===== src/rtl/elastic_pipeliner_if.sv =====
// Valid/ready bus around the elastic pipeliner: upstream beat in, downstream beat out.
// The slave view belongs to the pipeliner, the master view to whatever drives both ends.
interface elastic_pipeliner_if #(
  parameter int DATA_BIT_SIZE = 32
);
  logic [DATA_BIT_SIZE-1:0] data_in;
  logic                     valid_in;
  logic                     ready_out;
  logic [DATA_BIT_SIZE-1:0] data_out;
  logic                     valid_out;
  logic                     ready_in;

  modport master (
    output data_in, valid_in, ready_in,
    input  ready_out, data_out, valid_out
  );

  modport slave (
    input  data_in, valid_in, ready_in,
    output ready_out, data_out, valid_out
  );
endinterface


===== src/rtl/elastic_pipeliner.sv =====
// Elastic valid/ready delay line: N registered stages with bubble collapse,
// synchronous flush and a registered occupancy count.
module elastic_pipeliner #(
  parameter  int PIPELINE_STAGE_COUNT = 4,
  parameter  int DATA_BIT_SIZE        = 32,
  localparam int OCC_W                = $clog2(PIPELINE_STAGE_COUNT + 1)
) (
  input  logic                     clk_in,
  input  logic                     rst_n_in,
  input  logic                     flush_in,
  elastic_pipeliner_if.slave       bus,
  output logic [OCC_W-1:0]         occupancy_out
);
  localparam int N = PIPELINE_STAGE_COUNT;

  logic [N-1:0]             v_q, v_d;
  logic [DATA_BIT_SIZE-1:0] d_q [N];
  logic [DATA_BIT_SIZE-1:0] d_d [N];
  logic [OCC_W-1:0]         occ_q, occ_d;
  logic [N-1:0]             stage_rdy;

  // A stage may load when it is empty or everything downstream of it can move.
  always_comb begin
    logic acc;
    acc       = bus.ready_in;
    stage_rdy = '0;
    for (int i = N - 1; i >= 0; i--) begin
      acc          = acc | ~v_q[i];
      stage_rdy[i] = acc;
    end
  end

  always_comb begin
    v_d = v_q;
    for (int i = 0; i < N; i++) d_d[i] = d_q[i];
    if (stage_rdy[0]) begin
      v_d[0] = bus.valid_in;
      if (bus.valid_in && !flush_in) d_d[0] = bus.data_in;
    end
    for (int i = 1; i < N; i++) begin
      if (stage_rdy[i]) begin
        v_d[i] = v_q[i-1];
        if (v_q[i-1] && !flush_in) d_d[i] = d_q[i-1];
      end
    end
    if (flush_in) v_d = '0;
  end

  always_comb begin
    occ_d = '0;
    for (int i = 0; i < N; i++) occ_d = occ_d + OCC_W'(v_d[i]);
  end

  always_ff @(posedge clk_in or negedge rst_n_in) begin
    if (!rst_n_in) begin
      v_q   <= '0;
      occ_q <= '0;
      d_q   <= '{default: '0};
    end else begin
      v_q   <= v_d;
      occ_q <= occ_d;
      d_q   <= d_d;
    end
  end

  assign bus.ready_out  = stage_rdy[0] & rst_n_in;
  assign bus.valid_out  = v_q[N-1];
  assign bus.data_out   = d_q[N-1];
  assign occupancy_out  = occ_q;
endmodule


===== src/flat_wrapper.sv =====
// flat-port wrapper written by rule: the top's interface ports become plain ports
module elastic_pipeliner_flat 
#(
  parameter  int PIPELINE_STAGE_COUNT = 4,
  parameter  int DATA_BIT_SIZE        = 32,
  localparam int OCC_W                = $clog2(PIPELINE_STAGE_COUNT + 1)
)
  (clk_in, rst_n_in, flush_in, occupancy_out, bus_data_in, bus_valid_in, bus_ready_in, bus_ready_out, bus_data_out, bus_valid_out);
  elastic_pipeliner_if #(.DATA_BIT_SIZE(DATA_BIT_SIZE)) bus_i ();
  input  logic clk_in;
  input  logic rst_n_in;
  input  logic flush_in;
  output logic [OCC_W-1:0] occupancy_out;
  input wire logic [$bits(bus_i.data_in)-1:0] bus_data_in;
  input wire logic [$bits(bus_i.valid_in)-1:0] bus_valid_in;
  input wire logic [$bits(bus_i.ready_in)-1:0] bus_ready_in;
  output wire logic [$bits(bus_i.ready_out)-1:0] bus_ready_out;
  output wire logic [$bits(bus_i.data_out)-1:0] bus_data_out;
  output wire logic [$bits(bus_i.valid_out)-1:0] bus_valid_out;
  assign bus_i.data_in = bus_data_in;
  assign bus_i.valid_in = bus_valid_in;
  assign bus_i.ready_in = bus_ready_in;
  assign bus_ready_out = bus_i.ready_out;
  assign bus_data_out = bus_i.data_out;
  assign bus_valid_out = bus_i.valid_out;
  elastic_pipeliner #(.PIPELINE_STAGE_COUNT(PIPELINE_STAGE_COUNT), .DATA_BIT_SIZE(DATA_BIT_SIZE)) u_core (.clk_in(clk_in), .rst_n_in(rst_n_in), .flush_in(flush_in), .bus(bus_i), .occupancy_out(occupancy_out));
endmodule

===== config.mk =====
export PLATFORM = sky130hd
export DESIGN_NAME = elastic_pipeliner_flat
export DESIGN_NICKNAME = d
export VERILOG_FILES = /design/src/rtl/elastic_pipeliner_if.sv /design/src/rtl/elastic_pipeliner.sv /design/src/flat_wrapper.sv
export SDC_FILE = /design/constraint.sdc
export NUM_CORES = 1
export LEC_CHECK = 0
export BUFFER_PORTS_ARGS = -buffer_cell sky130_fd_sc_hd__buf_2
export CAP_MARGIN = 0
export CORE_MARGIN = 2
export CORE_UTILIZATION = 50
export CTS_CLUSTER_SIZE = 8
export DETAILED_ROUTE_END_ITERATION = 16
export PLACE_DENSITY = 0.73
export SETUP_SLACK_MARGIN = 0.5
export SLEW_MARGIN = 20
export SYNTH_ARGS = -nofsm -noshare
export SYNTH_HDL_FRONTEND = slang
export SYNTH_SLANG_ARGS = --single-unit

===== constraint.sdc =====
create_clock -name clk_in -period 2.5 [get_ports clk_in]
set_input_delay 0.5 -clock clk_in [delete_from_list [all_inputs] [get_ports clk_in]]
set_output_delay 0.5 -clock clk_in [all_outputs]
set_load 0.005 [all_outputs]

==> results.json <==
{
  "via_per_inst": 5.015,
  "grt_overflow": 0,
  "yosysMostFrequentCell": "dfrtp_1",
  "cp.arrival_ps": 1430,
  "p_leak_uw": 0.003127,
  "fin_tns_setup_ps": 0,
  "cap_violations": 0,
  "syn_to_final_growth_pct": 17.02,
  "numPlacedInstances": 498,
  "gp_congestion": 0.7426,
  "required_ps": 2000,
  "layoutNonFillerInstCount": 532,
  "clock_skew_ps": 9.207,
  "final_max_slew_viol_count": 0,
  "holdCritPathClass": "input pin to asynchronous set/reset pin",
  "crit_fanout": 2,
  "core_region_area_um2": 10420,
  "clk_pin_slew_worst_paths_ps": 60,
  "yosys-top-cells-area": "dfrtp_1 62%, mux2_2 13%, mux2_4 8.3%, mux2_1 7.3%, buf_4 4.4%",
  "die_w_um": 108.0,
  "start_util_pct": 51.94,
  "internal_power_uw": 4911,
  "clk_latency_ps": 520,
  "antenna_found_initial": 0,
  "rsz0062_at_grt": "true",
  "irDropWorstVdd_mv": 0.3807,
  "cts.path.max_buffers": 2,
  "dp_hpwl_um": 5330,
  "num_vias": 2668,
  "max_slew_margin_pct": 52.81,
  "path_class": "flip-flop to output pin",
  "routed_wl_um": 8725,
  "tightest_slew_ps": 707.8,
  "net-switching-power_uw": 1497,
  "status": "finished clean",
  "synth_flop_cell": "dfrtp_1",
  "placed_area_um2": 5733,
  "clkPwrFrac_pct": 35.3,
  "hold_buffers": 0,
  "finalNetCount": 426,
  "fin_area_um2": 6331,
  "port_buffers": 73,
  "power.density_nw_per_um2": 1012,
  "setup_viol": 0,
  "fp.dieH_um": 108.0,
  "synth_top_area_share_pct": 62.44,
  "ys_ff_latch": 135,
  "antenna_cells": 0,
  "first_global_vias": 2880,
  "fin_crit_sh_pct": 77.01,
  "cts_tree": "built",
  "finalHoldViolCount": 0,
  "grt_pass1_wl_um": 14500,
  "max_freq_ghz": 0.5194,
  "start_kind": "flip-flop",
  "power_frac_seq_pct": 48.9,
  "synth_edf_count": 0,
  "syn_area_um2": 5410,
  "cp-end-kind": "output pin",
  "pwr-share-comb_pct": 15.8,
  "cts_htree_levels": 4,
  "firstDrtPassIters": 4,
  "drcViolationCount": 0,
  "drt_iter0_markers": 90,
  "drive_gt1_share_pct": 54.04,
  "num_io_pins": 74,
  "cts_root_buffer": "clkbuf_8",
  "avgSynthCellArea_um2": 16.44,
  "synth-seq-area-share_pct": 62.44,
  "syn_nets": 369,
  "synth_top_cell_by_area": "dfrtp_1",
  "synthTopCellsByCount": "135 x dfrtp_1, 63 x mux2_2, 35 x mux2_1, 32 x buf_4, 30 x mux2_4",
  "synth_cells": 329,
  "yosysWarnings": 0,
  "period_needed_ps": 1925,
  "switching_share_pct": 23.36,
  "cts_sinks": 135,
  "ys_async_sr_fraction_pct": 100.0,
  "synthDistinctLibCells": 20,
  "grt_max_degree": 136,
  "ant_nets": 0,
  "cts_made_buffers": 17,
  "wl_per_cell_um": 16.40,
  "core.rowCount": 37,
  "grt_use_total_pct": 16.79,
  "die_area_um2": 11670
}
==> worst max-delay path, stage by stage (launching register included) <==
cell     delay [ps]
dfrtp_1         350
and4b_4         250
nand2_2          60
and2_4          140
buf_6           100
==> path summary, 6_finish.rpt <==
kind / start / end / slack, ps / cells past startpoint
worst max-delay path: u_core.v_q[3] / bus_ready_out / 570 / 4
worst min-delay path: rst_n_in / u_core.d_q[93] / 110 / 2
worst max register to register: u_core.v_q[3] / u_core.d_q[64] / 580 / 5
worst min register to register: u_core.d_q[38] / u_core.bus.data_out[6] / 470 / 1
max in group asynchronous: rst_n_in / u_core.d_q[64] / 1850 / 2
min in group clk_in: bus_data_in[5] / u_core.d_q[101] / 200 / 2
==> power groups by stage <==
| stage | clock, µW | combinational [µW] | sequential (µW) |
|---|---|---|---|
| CTS | 2310 | 1030 | 3140 |
| global route | 2430 | 1120 | 3220 |
| finish | 2260 | 1010 | 3130 |
| detailed placement | 0 | 1020 | 3180 |
| global placement | 0 | 978 | 3140 |
| floorplan | 0 | 939 | 3060 |
==> area by class of cell <==
cell class	count	area, µm²
inverters	2	7.507
clock buffers	19	431.7
clock inverters	10	107.6
fillers	812	4085
well taps	136	170.2
multi-input cells	146	1725
repair buffers	84	510.5
flip-flops and latches	135	3378
==> metrics by stage <==
| stage | worst slack [ps] | total power (µW) | util, % | hold WS [ps] |
|---|---|---|---|---|
| 6_report | 574.7 | 6408 | 60.78 | 105.2 |
| 5_1_grt | 494.1 | 6767 | 60.78 | 149.1 |
| 4_1_cts | 510.7 | 6489 | 60.53 | 159.4 |
| 3_5_place_dp | 292.5 | 4199 | 55.04 | 468.1 |
| 3_3_place_gp | 369.5 | 4114 | 55.04 | 461.3 |
| 2_1_floorplan | 524.2 | 4001 | - | 204.4 |
==> metal layers <==
layer  up-vias  global-route usage, %  share of wire (%)
met5         -                      0                  0
met4         0                  6.319                1.1
met3         8                  6.269                5.0
met2        60                  25.38                 48
met1      1375                  22.25                 46
li1       1225                      -                  -
==> sequential cells by signal (all words and copies together), names as in the netlist <==
name                  cells
u_core.occupancy_out      3
u_core.bus.data_out      32
u_core.d_q               96
u_core.v_q                4
==> cells in the final DEF (no fill, tap or decap), types with 3 or more instances in the layout <==
cell / n
buf_4: 7
dfrtp_1: 135
clkinvlp_4: 3
nor2_1: 4
clkinv_2: 5
clkbuf_16: 16
buf_2: 71
mux2_1: 35
mux2_4: 30
buf_12: 4
mux2_2: 63
==> logic make-up after synthesis <==
logic type / Yosys count / share of synthesized area (%)
flip-flops: 135 / 62.44
multiplexers: 128 / 28.72
buffers and inverters: 48 / 6.198
AND/OR/NAND/NOR: 11 / 1.226
AO/OA/AOI/OAI: 4 / 0.5782
adder cells (fa/ha/maj): 3 / 0.8325
==> timing repair <==
action | in CTS | in global routing
gates resized for setup | 1 | 4
pin swaps | 1 | 3
setup endpoints to repair | 1 | 2
buffers inserted | 4 | 1
Note: power is estimated with default switching activity, not from simulation.
